--- config.mk ---
export PLATFORM = sky130hd
export DESIGN_NAME = operand_fetch
export DESIGN_NICKNAME = d
export VERILOG_FILES = /design/src/rtl/operand_fetch.sv
export SDC_FILE = /design/constraint.sdc
export NUM_CORES = 1
export LEC_CHECK = 0
export CORE_MARGIN = 8
export CORE_UTILIZATION = 39
export CTS_CLUSTER_DIAMETER = 60
export DETAILED_ROUTE_END_ITERATION = 8
export PLACE_DENSITY = 0.76
export SLEW_MARGIN = 30
export SYNTH_ARGS = -nofsm -noshare
export SYNTH_HDL_FRONTEND = slang
export SYNTH_SLANG_ARGS = --single-unit
--- constraint.sdc ---
create_clock -name clk -period 2 [get_ports clk]
set_input_delay 0.4 -clock clk [delete_from_list [all_inputs] [get_ports clk]]
set_output_delay 0.4 -clock clk [all_outputs]
set_load 0.01 [all_outputs]
--- src/rtl/operand_fetch.sv ---
// operand_fetch: reads one or two source operands through a single register-file
// read port and presents them as a registered bundle with valid/ready handshakes.
//   clk, rst                      : clock, synchronous active-high reset
//   in_valid/in_ready             : instruction handshake (in_ready is combinational)
//   in_op, in_rs1, in_rs2, in_rd  : opcode, source A, source B, destination
//   in_rs2_en                     : source B is required
//   rd_loc1 / rd_data1            : register-file read address / combinational data
//   wb_write, wb_loc, wb_data     : copy of the register-file write port (for bypass)
//   out_valid/out_ready           : bundle handshake
//   out_op, out_rd, out_a, out_b  : registered bundle
//   busy                          : not idle
module operand_fetch #(
   parameter int DATA_W = 16
) (
   input  logic              clk,
   input  logic              rst,
   input  logic              in_valid,
   output logic              in_ready,
   input  logic [3:0]        in_op,
   input  logic [3:0]        in_rs1,
   input  logic [3:0]        in_rs2,
   input  logic [3:0]        in_rd,
   input  logic              in_rs2_en,
   output logic [3:0]        rd_loc1,
   input  logic [DATA_W-1:0] rd_data1,
   input  logic              wb_write,
   input  logic [3:0]        wb_loc,
   input  logic [DATA_W-1:0] wb_data,
   output logic              out_valid,
   input  logic              out_ready,
   output logic [3:0]        out_op,
   output logic [3:0]        out_rd,
   output logic [DATA_W-1:0] out_a,
   output logic [DATA_W-1:0] out_b,
   output logic              busy
);
   typedef enum logic [1:0] {IDLE, READ_A, READ_B, OUT} state_t;
   state_t state, state_n;
   logic [3:0] rs1_q, rs2_q;
   logic rs2_en_q, accept;
   logic [DATA_W-1:0] rd_val;
   always_ff @(posedge clk)
      state <= rst ? IDLE : state_n;
   always_comb
      state_n = accept              ? READ_A :
                state == READ_A     ? (rs2_en_q ? READ_B : OUT) :
                state == READ_B     ? OUT :
                (state == OUT && out_ready) ? IDLE : state;
   always_comb begin
      in_ready = !rst && (state == IDLE || (state == OUT && out_ready));
      rd_loc1  = state == READ_A ? rs1_q : state == READ_B ? rs2_q : 4'd0;
   end
   assign accept = in_valid && in_ready;
   // a write landing on the register being read this cycle wins over the stale array data
   assign rd_val = (wb_write && wb_loc == rd_loc1) ? wb_data : rd_data1;
   always_ff @(posedge clk) begin
      if (rst) begin
         out_op    <= '0;
         out_rd    <= '0;
         out_a     <= '0;
         out_b     <= '0;
         rs1_q     <= '0;
         rs2_q     <= '0;
         rs2_en_q  <= 1'b0;
         out_valid <= 1'b0;
         busy      <= 1'b0;
      end else begin
         if (accept) begin
            out_op   <= in_op;
            out_rd   <= in_rd;
            rs1_q    <= in_rs1;
            rs2_q    <= in_rs2;
            rs2_en_q <= in_rs2_en;
         end
         if (state == READ_A) begin
            out_a <= rd_val;
            if (!rs2_en_q) out_b <= '0;
         end
         if (state == READ_B) out_b <= rd_val;
         out_valid <= state_n == OUT;
         busy      <= state_n != IDLE;
      end
   end
endmodule

# Yosys cells after proc, flatten, opt, wreduce, memory -nomap -nowiden
# Index checks and enable logic that the tools add are counted.
[classes]
reduce_logical = 10
n_eq_ne = 6
mux = 11
[ops]
columns = ["cell", "count"]
rows = [
  ["$mux 16", 4],
  ["$mux 2", 4],
  ["$mux 4", 2],
  ["$eq 2x2->1 const B", 3],
  ["$eq 4x4->1", 1],
  ["$logic_and 1x1->1", 4],
  ["$reduce_bool 2->1", 2],
  ["$eq 2x1->1 const B", 1],
  ["$logic_not 2->1", 1],
  ["$ne 2x1->1 const B", 1],
  ["$reduce_and 2->1", 1],
  ["$logic_not 1->1", 1],
  ["$logic_or 1x1->1", 1],
  ["$mux 1", 1],
]
[word_totals]
regBits = 53
inputBits = 58
wordCells = 37

# Depth between registers and ports, before layout
[depth]
ltp_word = 7
depth_mapped = 10

# Least setup slack after synthesis
# Ideal clock, no wire load.
[synth_path]
path_kind = "reg-to-reg"
from = "register state[0]"
to = "register out_a[0]"
setup_time_ps = 91
period_less_slack_ps = 2130
path_stages_with_launch = 10
slack_ps = -130
arrival_time_ps = 2039
path_cell_list = "dfxtp_1 -> inv_1 -> ha_1 -> and3b_1 -> a21oi_2 -> xnor2_1 -> buf_2 -> clkbuf_1 -> o31ai_1 -> a311oi_1"
[synth_between]
elab_chain_len = 6
word_cells_on_any_way = 7
classes_between = "eq/ne: 3; mux: 3; reduce/logical: 1"
[synth_rtl]
columns = ["element", "line_no", "text"]
rows = [
  ["from (decl)", "38", "state_t state, state_n;"],
  ["from (signal assigned)", "43", "state <= rst ? IDLE : state_n;"],
  ["$eq 2x2->1", "51", "rd_loc1 = state == READ_A ? rs1_q : state == READ_B ? rs2_q : 4'd0;"],
  ["$mux 4 (2 in a row)", "51", ""],
  ["$eq 4x4->1", "55", "assign rd_val = (wb_write && wb_loc == rd_loc1) ? wb_data : rd_data1;"],
  ["$logic_and 1x1->1", "55", ""],
  ["$mux 16", "55", ""],
  ["to (signal assigned)", "76", "out_a <= rd_val;"],
  ["to (decl)", "33", "output logic [DATA_W-1:0] out_a,"],
]
# Parallel ways exist; a longest one is shown, timed or not.
# A chain may end at the register's enable or synchronous reset.

# Worst setup path after layout
[layout_path]
from = "register state[1]"
to = "register out_b[11]"
[layout_between]
elab_chain_len = 7
word_cells_on_any_way = 11
classes_between = "eq/ne: 4; mux: 4; reduce/logical: 3"
[layout_rtl]
columns = ["element", "line_no", "text"]
rows = [
  ["$eq 2x2->1", "51, 79", ""],
  ["$mux 4 (2 in a row)", "51", ""],
  ["$eq 4x4->1", "55", ""],
  ["$logic_and 1x1->1", "55", ""],
  ["$mux 16", "55", ""],
  ["$mux 16", "79", "if (state == READ_B) out_b <= rd_val;"],
  ["to (signal assigned)", "79", ""],
  ["to (decl)", "34", "output logic [DATA_W-1:0] out_b,"],
]
# Parallel ways exist; a longest one is shown, timed or not.

==> flow_metrics.py <==
metrics = {
    "run_status": {
        "status": "complete, but fails checks",
        "violations": "negative setup slack",
    },
    "synthesis": {
        "yosys_warnings": 0,
        "synthMuxAreaShare": 0.00373,
        "ys_seq_area_frac": 0.396,
        "synth_top_family_by_area": "simple AND/OR/NAND/NOR gates",
        "ys_ff_latch": 53,
        "yosys.area_share.simple": 0.296,
        "synth_top_area_cell": "dfxtp_1",
        "postSynthCellCount": 329,
        "synth_xor_area_frac": 0.00934,
        "synthTopCellsByCount": "nand2_1, dfxtp_1, clkbuf_1",
        "synthArstFlopShare": 0,
        "synth_edf_count": 0,
        "netlist_area_um2": 2680,
        "synth_compound_area_frac": 0.218,
        "synth-adder-area-share": 0.0187,
        "synth_area_leaders": "dfxtp_1, nand2_1, a311oi_1, o311ai_1, o31ai_1",
        "ys.flop_type": "dfxtp_1",
        "synth_cell_type_count": 35,
        "synth_most_common_cell": "nand2_1",
        "synthesis.nets": 391,
        "yosysTopAreaCellShare": 0.396,
        "syn_area_per_cell_um2": 8.15,
    },
    "place": {
        "globalplace.congestion": 0.774,
        "dpl_cell_area_um2": 4040,
        "dp_hpwl_um": 6740,
        "place_inst": 512,
        "port_buffers": 104,
        "place_ws_ns": -0.248,
    },
    "sta": {
        "layout_setup_ws_ns": -0.261,
        "rsz0062_at_grt": "yes",
        "fin_crit_sh": 1.13,
        "hold_viol_final": 0,
        "fin_crit_ns": 2.26,
        "final-setup-viol-count": 33,
        "worstMarginPinSlew_ns": 0.387,
        "max_clock_freq_ghz": 0.442,
        "fin_skew_ns": 0.00639,
        "finalSetupTns_ns": -5.94,
        "fin_hold_ws_ns": 0.475,
        "relSlewSlack": 0.741,
        "drv_slew": 0,
    },
    "routing": {
        "routedWlPerCell_um": 19.4,
        "drc": 0,
        "drt_wl_total_um": 10300,
        "vias": 3087,
        "drtIter0Drc": 276,
        "antenna_left": 0,
        "viasPerCell": 5.78,
        "firstDrtPassIters": 5,
    },
    "setup_path": {
        "worstPathBufferInverterCount": 4,
        "cp_top_family": "compound AO/OA/AOI/OAI gates",
        "start_kind": "flop",
        "worstPathCellList": "buf_4 -> ha_4 -> nand3b_1 -> buf_4 -> nand3b_1 -> a32o_2 -> buf_12 -> buf_16 -> o311ai_1 -> nand3_1",
        "max_stage_delay_ns": 0.36,
        "path_max_fanout": 12,
        "critical_path_class": "flop to flop",
        "critPathRequiredTime_ns": 2.17,
        "crit_slowest_cell": "o311ai_1",
        "endpoint_kind": "flop",
        "cp.arrival_ns": 2.44,
    },
    "layout": {
        "nets": 515,
        "diodes": 0,
        "drive_above_1_share": 0.218,
        "layoutNonFillerInstCount": 534,
        "final_cell_area_um2": 4560,
        "fill_cells": 476,
        "multi_input_area_um2": 1680,
        "layout.area.seq_um2": 1070,
        "areaGrowthSynthToFinish_pct": 70.1,
        "fin_util": 0.679,
    },
    "cts": {
        "clk_pin_slew_ns": 0.10,
        "cts_max_level": 2,
        "cts-root-buf": "clkbuf_8",
        "max-clock-path-buffers": 2,
        "cts_tree": "yes",
        "clk_latency_ns": 0.31,
        "ctsHoldBuffers": 0,
        "clock-sinks": 53,
        "cts-buffers-inserted": 5,
    },
    "floorplanning": {
        "io_pins": 105,
        "coreArea_um2": 6720,
        "die_w_um": 98.9,
        "fp-row-count": 30,
        "dieArea_um2": 9780,
        "die_h_um": 98.9,
        "start_util": 0.399,
    },
    "global_routing": {
        "grt_max_degree": 35,
        "antenna_found_initial": 0,
        "grt_pass1_vias": 2925,
        "grt_use_total": 0.189,
        "gr-total-overflow": 0,
        "grt_pass1_wl_um": 15000,
    },
    "power_and_ir_drop": {
        "power.density_nw_per_um2": 885,
        "p_leak_nw": 1.65,
        "power_mw": 4.04,
        "peakVddDrop_v": 0.000321,
    },
    "flow_run": {
        "cap_violations": 0,
    },
    "min_path": {
        "hp-class": "flop to flop",
    },
}
==> layout by cell type, fill, tap and decap left out, types with 3 or more instances in the layout <==
master            n
clkdlybuf4s50_1  99
nand2_1          56
dfxtp_1          51
buf_4            32
nand2b_1         18
o21ai_0          18
nor2_1           17
nand3_1          16
nand4_1          16
or4_1            13
a311oi_1         13
o311ai_1         10
buf_12            9
o31ai_1           7
o31ai_2           6
clkbuf_8          6
nand3b_1          5
o311ai_2          5
or4_4             3
o31ai_4           3
a311oi_2          3
clkbuf_16         3
buf_6             3
==> path summary, 6_finish.rpt <==
| path | start | to | slack [ns] | cells past startpoint |
|---|---|---|---|---|
| worst max register to register | state[1]$_SDFF_PP0_ | out_b[11]$_SDFFE_PP0P_ | -0.26 | 10 |
| worst max-delay path | state[1]$_SDFF_PP0_ | out_b[11]$_SDFFE_PP0P_ | -0.26 | 10 |
| worst min-delay path | out_rd[3]$_SDFFE_PP0P_ | out_rd[3]$_SDFFE_PP0P_ | 0.48 | 2 |
| worst min register to register | out_rd[3]$_SDFFE_PP0P_ | out_rd[3]$_SDFFE_PP0P_ | 0.48 | 2 |
==> layout make-up <==
| class | instances | share of cell area |
|---|---|---|
| multi-input cells | 238 | 0.368 |
| repair buffers | 152 | 0.347 |
| flip-flops and latches | 53 | 0.234 |
| well taps | 80 | 0.0220 |
| clock buffers | 6 | 0.0181 |
| clock inverters | 2 | 0.00823 |
| inverters | 3 | 0.00247 |
==> layer usage <==
| metal | GRT usage | vias to the layer above | part of all wire | wire (µm) |
|---|---|---|---|---|
| met5 | 0 | - | 0 | 0 |
| met4 | 0.0744 | 0 | 0.024 | 249 |
| met3 | 0.0479 | 18 | 0.076 | 783 |
| met2 | 0.304 | 145 | 0.48 | 5010 |
| met1 | 0.234 | 1452 | 0.42 | 4300 |
| li1 | - | 1472 | - | - |
==> sequential cells by signal (all words and copies together), names as in the netlist <==
signal	count
busy	1
out_rd	4
out_op	4
rs1_q	4
out_b	16
state	2
rs2_en_q	1
rs2_q	4
out_valid	1
out_a	16
==> power breakdown <==
part | switching, mW | internal, mW | total [mW]
clock | 0.366 | 0.407 | 0.774
sequential | 0.134 | 1.28 | 1.41
combinational | 0.904 | 0.949 | 1.85
==> worst reg2reg max path, cell delays in order (launching register included) <==
cell and delay, ns:
dfxtp_2 0.34, buf_4 0.14, ha_4 0.18, nand3b_1 0.14, buf_4 0.13, nand3b_1 0.10
a32o_2 0.29, buf_12 0.15, buf_16 0.14, o311ai_1 0.36, nand3_1 0.16
==> cell families (layout without fill, tap and decap cells) <==
family	after synthesis	count (layout)
multiplexers	1	1
flip-flops	53	53
AO/OA/AOI/OAI	77	77
buffers and inverters	38	163
AND/OR/NAND/NOR	154	154
XOR/XNOR	2	2
adder cells (fa/ha/maj)	4	4
==> repair_timing <==
item                                    4_1_cts  5_1_grt
gates resized for setup                      31       24
endpoints found under the setup margin       37       37
pin swaps                                     0       18
setup buffers                                 7        6
cloned                                        1        4
Note: power is estimated with default switching activity, not from simulation.
